==> config.mk <==
export PLATFORM = sky130hd
export DESIGN_NAME = core_debug_controller
export DESIGN_NICKNAME = d
export VERILOG_FILES = /design/src/rtl/core_debug_controller.sv
export SDC_FILE = /design/constraint.sdc
export NUM_CORES = 1
export LEC_CHECK = 0
export BUFFER_PORTS_ARGS = -buffer_cell sky130_fd_sc_hd__buf_2
export CORE_UTILIZATION = 44
export DETAILED_ROUTE_END_ITERATION = 8
export PLACE_DENSITY = 0.74
export SYNTH_ARGS = -nofsm -noshare
export SYNTH_HDL_FRONTEND = slang
export SYNTH_SLANG_ARGS = --single-unit
==> constraint.sdc <==
create_clock -name clock -period 1.8 [get_ports clock]
set_input_delay 0.18 -clock clock [delete_from_list [all_inputs] [get_ports clock]]
set_output_delay 0.18 -clock clock [all_outputs]
set_load 0.03 [all_outputs]
==> src/rtl/core_debug_controller.sv <==
// Run-control sequencer: gates the core clock via core_en for run/halt/step and detects completion.
// Optional breakpoint comparator built when CORE_DBG_BREAKPOINT_EN is defined (adds port bp_hit).
//
// state    | meaning
// HALTED   | core frozen, waiting for a command
// RUNNING  | core_en held high until HALT, breakpoint or done
// STEPPING | core_en high for step_left more cycles, commands blocked
// FINISHED | program complete, core frozen until reset
module core_debug_controller #(
    parameter int STEP_W = 8,
    parameter int PC_W   = 5
) (
    input  logic              clock,
    input  logic              reset,
    input  logic              cmd_valid,
    output logic              cmd_ready,
    input  logic [1:0]        cmd_op,
    input  logic [STEP_W-1:0] cmd_arg,
    input  logic [PC_W-1:0]   pc_in,
    input  logic              done_in,
    output logic              core_en,
    output logic              halted,
    output logic [1:0]        state_out,
    output logic [STEP_W-1:0] step_left,
`ifdef CORE_DBG_BREAKPOINT_EN
    output logic              bp_hit,
`endif
    output logic              resp_valid
);

    typedef enum logic [1:0] {
        HALTED   = 2'b00,
        RUNNING  = 2'b01,
        STEPPING = 2'b10,
        FINISHED = 2'b11
    } state_t;

    localparam logic [1:0] OP_RUN    = 2'b00;
    localparam logic [1:0] OP_HALT   = 2'b01;
    localparam logic [1:0] OP_STEP   = 2'b10;
    localparam logic [1:0] OP_SET_BP = 2'b11;

    state_t            state, state_nxt;
    logic [STEP_W-1:0] step_nxt;
    logic              resp_nxt;
    logic              accept;
    logic              bp_match;
    logic              bp_hit_nxt;

    assign core_en   = (state == RUNNING) || (state == STEPPING);
    assign halted    = (state == HALTED) || (state == FINISHED);
    assign cmd_ready = (state != STEPPING);
    assign state_out = state;
    assign accept    = cmd_valid && cmd_ready;

`ifdef CORE_DBG_BREAKPOINT_EN
    logic [PC_W-1:0] bp_pc;
    logic            bp_armed;

    assign bp_match = bp_armed && (pc_in == bp_pc) && core_en;

    always_ff @(posedge clock) begin
        if (reset) begin
            bp_pc    <= '0;
            bp_armed <= 1'b0;
            bp_hit   <= 1'b0;
        end else begin
            bp_hit <= bp_hit_nxt;
            // FINISHED swallows every command, SET_BP included
            if (accept && cmd_op == OP_SET_BP && state != FINISHED) begin
                bp_pc    <= cmd_arg[PC_W-1:0];
                bp_armed <= ~cmd_arg[STEP_W-1];
            end
        end
    end
`else
    logic unused_pc;
    assign unused_pc = ^pc_in;
    assign bp_match  = 1'b0;
`endif

    always_comb begin
        state_nxt  = state;
        step_nxt   = step_left;
        resp_nxt   = 1'b0;
        bp_hit_nxt = 1'b0;
        unique case (state)
            HALTED: begin
                if (accept) begin
                    unique case (cmd_op)
                        OP_RUN: begin
                            state_nxt = RUNNING;
                            resp_nxt  = 1'b1;
                        end
                        OP_STEP: begin
                            if (cmd_arg != '0) begin
                                state_nxt = STEPPING;
                                step_nxt  = cmd_arg;
                            end else begin
                                resp_nxt = 1'b1;
                            end
                        end
                        default: resp_nxt = 1'b1;
                    endcase
                end
            end
            RUNNING: begin
                resp_nxt = accept;
                if (done_in) begin
                    state_nxt = FINISHED;
                    step_nxt  = '0;
                    resp_nxt  = 1'b1;
                end else if (bp_match) begin
                    state_nxt  = HALTED;
                    resp_nxt   = 1'b1;
                    bp_hit_nxt = 1'b1;
                end else if (accept && cmd_op == OP_HALT) begin
                    state_nxt = HALTED;
                end
            end
            STEPPING: begin
                // every exit from a step sequence acknowledges the original STEP
                if (done_in) begin
                    state_nxt = FINISHED;
                    step_nxt  = '0;
                    resp_nxt  = 1'b1;
                end else if (bp_match) begin
                    state_nxt  = HALTED;
                    step_nxt   = '0;
                    resp_nxt   = 1'b1;
                    bp_hit_nxt = 1'b1;
                end else if (step_left == STEP_W'(1)) begin
                    state_nxt = HALTED;
                    step_nxt  = '0;
                    resp_nxt  = 1'b1;
                end else begin
                    step_nxt = step_left - 1'b1;
                end
            end
            FINISHED: begin
                resp_nxt = accept;
            end
            default: state_nxt = HALTED;
        endcase
    end

    always_ff @(posedge clock) begin
        if (reset) begin
            state      <= HALTED;
            step_left  <= '0;
            resp_valid <= 1'b0;
        end else begin
            state      <= state_nxt;
            step_left  <= step_nxt;
            resp_valid <= resp_nxt;
        end
    end

endmodule

==> flow_summary.json <==
{
  "max_freq_mhz": 559,
  "worstPathArrival_ps": 1950,
  "yosys.cell_types.count": 39,
  "synth-main-ff-cell": "dfxtp_1",
  "viasPerCell": 6.22,
  "yosys_warnings": 0,
  "cp_data_required_time_ps": 1960,
  "maxSlewHeadroom_pct": 75.4,
  "grt_pass1_wl_um": 4720,
  "yosys.area_share.simple_pct": 30.7,
  "synth.top_cells.by_count": "11 x dfxtp_1, 9 x inv_1, 8 x a21oi_1, 7 x nand2_1",
  "synth-compound-area-share_pct": 31.1,
  "synth_top_cell_area_share_pct": 22.8,
  "syn_to_final_growth_pct": 46.2,
  "fp.dieW_um": 48.8,
  "antenna_left": 0,
  "grt_overflow": 0,
  "nFillCells": 162,
  "cts_root_buf": "clkbuf_4",
  "syn_area_um2": 965,
  "place_hpwl_um": 2190,
  "drc": 0,
  "postSynthAreaPerCell_um2": 8.25,
  "io-pin-count": 33,
  "synth-seq-cells": 11,
  "grt_max_degree": 14,
  "status": "finished, final reports clean",
  "internal-power_mw": 0.726,
  "worst_pin_slew_ps": 367,
  "port-buffer-count": 27,
  "drtIter0Drc": 43,
  "hold_class": "input pin to flop",
  "path_class": "flop to flop",
  "cp-start-kind": "flop",
  "vias": 1201,
  "finalCritPeriodShare_pct": 99.5,
  "synthTopCellsByArea": "dfxtp_1 23%, ha_1 7.8%, a221oi_1 4.5%, o32ai_1 4.5%, a21oi_1 4.2%",
  "crit_slowest_cell": "dfxtp_4",
  "p_clk_share_pct": 13.6,
  "grt_usage_pct": 25.3,
  "p_comb_share_pct": 61.8,
  "powerDensity_nw_per_um2": 927,
  "place_congestion": 0.946,
  "fin_util_pct": 70.4,
  "fin_total_pwr_mw": 1.31,
  "die_area_um2": 2380,
  "muxShareOfSynthArea_pct": 2.20,
  "antenna_found_initial": 0,
  "synth_area_leader_cell": "dfxtp_1",
  "rsz0062_at_grt": "true",
  "synthCells": 117,
  "layout.nets": 192,
  "cts_buffers": 3,
  "die_h_um": 48.8,
  "grt_pass1_vias": 1028,
  "synthAdderAreaFrac_pct": 7.78,
  "finalCriticalPeriod_ps": 1790,
  "switching_share_pct": 44.5,
  "leakage_nw": 0.609,
  "synth_most_common_cell": "dfxtp_1",
  "cts.sinks": 11,
  "fin_worst_skew_ps": 1.57,
  "seq_power_share_pct": 24.6,
  "synth_xor_area_share_pct": 0,
  "wl_per_cell_um": 16.2,
  "whs_ps": 246,
  "place_area_um2": 1280,
  "fp.coreArea_um2": 2000,
  "syn_nets": 142,
  "crit_path_max_incr_delay_ps": 380,
  "routed_wl_um": 3130,
  "tns_ps": 0,
  "h-tree-depth": 1,
  "drtPass1Iterations": 4,
  "cp_max_fo": 4,
  "drv_slew": 0,
  "setup_viol": 0,
  "hold_viol": 0,
  "cts_tree": "built",
  "finalInstanceArea_um2": 1410,
  "cp-end-kind": "flop",
  "ctsLongestPathBuffers": 2,
  "initial_utilization_pct": 48.2,
  "synth-edff-count": 0,
  "async_flop_share_pct": 0,
  "clk_latency_ps": 270,
  "post_route_cells_drive_above_1_share_pct": 46.4,
  "max_cap_viol_count": 0,
  "fp-row-count": 16,
  "peakVddDrop_mv": 0.610,
  "cts.clk_slew.worst_paths_ps": 80,
  "diodes": 0,
  "ys_seq_area_share_pct": 22.8,
  "p_switching_mw": 0.582,
  "crit_chain": "inv_4, ha_4, nor2b_4, nand4b_1, a221oi_2, mux2_4",
  "synth_top_family_by_area": "compound AO/OA/AOI/OAI gates"
}
## cell type report
type	instances	area [um2]	area share (%)
clock buffer	4	26.3	1.86
inverter	9	42.5	3.02
multi-input combinational	93	781	55.4
sequential	11	229	16.2
tap	27	33.8	2.40
timing repair buffer	48	293	20.8
timing repair inverter	1	5.00	0.355
## cells by family after synthesis
| logic type | after synthesis |
|---|---|
| multiplexers | 2 |
| AO/OA/AOI/OAI | 37 |
| AND/OR/NAND/NOR | 48 |
| buffers and inverters | 13 |
| flip-flops | 11 |
| adder cells (fa/ha/maj) | 6 |
## worst max-delay path: cells and delay by family (launching register included)
kind	cells	cell delay [ps]
AOI/OAI and AO/OA	1	360
muxes	1	330
buffers and inverters	1	40
DFF	1	380
adders and majority gates	1	260
and+or+nand+nor	2	310
## metrics by stage
step                cells  worst slack [ps]
floorplan             117             -77.9
global placement      183              23.8
detailed placement    183             -32.0
CTS                   187              4.72
global route          193             -66.1
finish                193              9.71
## per-layer routing
layer	global-route usage (%)	vias to the layer above	wire (um)
li1	-	556	-
met1	34.9	561	1330
met2	40.5	67	1500
met3	3.74	17	193
met4	7.84	0	102
met5	0	-	0
## flip-flops by register name, indices dropped and copies added (netlist names)
name        cells
resp_valid      1
state_out       2
step_left       8
## cells in the final DEF (no fill, tap or decap), drive strengths merged, types with 3 or more instances in the layout
master,count
buf,48
nor3,6
a22oi,5
nand2,7
ha,6
and2,3
dfxtp,11
or3,3
o32ai,5
a221oi,7
inv,8
nand2b,4
a21oi,8
nor2b,6
clkbuf,4
nor2,7
## final timing paths
kind | from | to | slack [ps] | cells past startpoint
setup / recovery | state_out[1] | state_out[0] | 10 | 6
hold reg to reg | state_out[1] | state_out[1] | 510 | 2
hold / removal | reset | resp_valid | 250 | 2
setup reg to reg | state_out[1] | state_out[0] | 10 | 6
## power by group through the flow
stage	Sequential (mW)	Combinational [mW]	Clock (mW)
6_report	0.322	0.808	0.178
5_1_grt	0.327	0.862	0.198
4_1_cts	0.321	0.716	0.183
3_5_place_dp	0.325	0.687	0
3_3_place_gp	0.321	0.678	0
2_1_floorplan	0.388	0.416	0
## timing repair
action,4_1_cts,5_1_grt
cloned,0,1
hold buffers,0,0
pin swaps,3,3
resized for setup,6,7
setup endpoints to repair,2,6
setup buffers,0,5
Note: power is estimated with default switching activity, not from simulation.
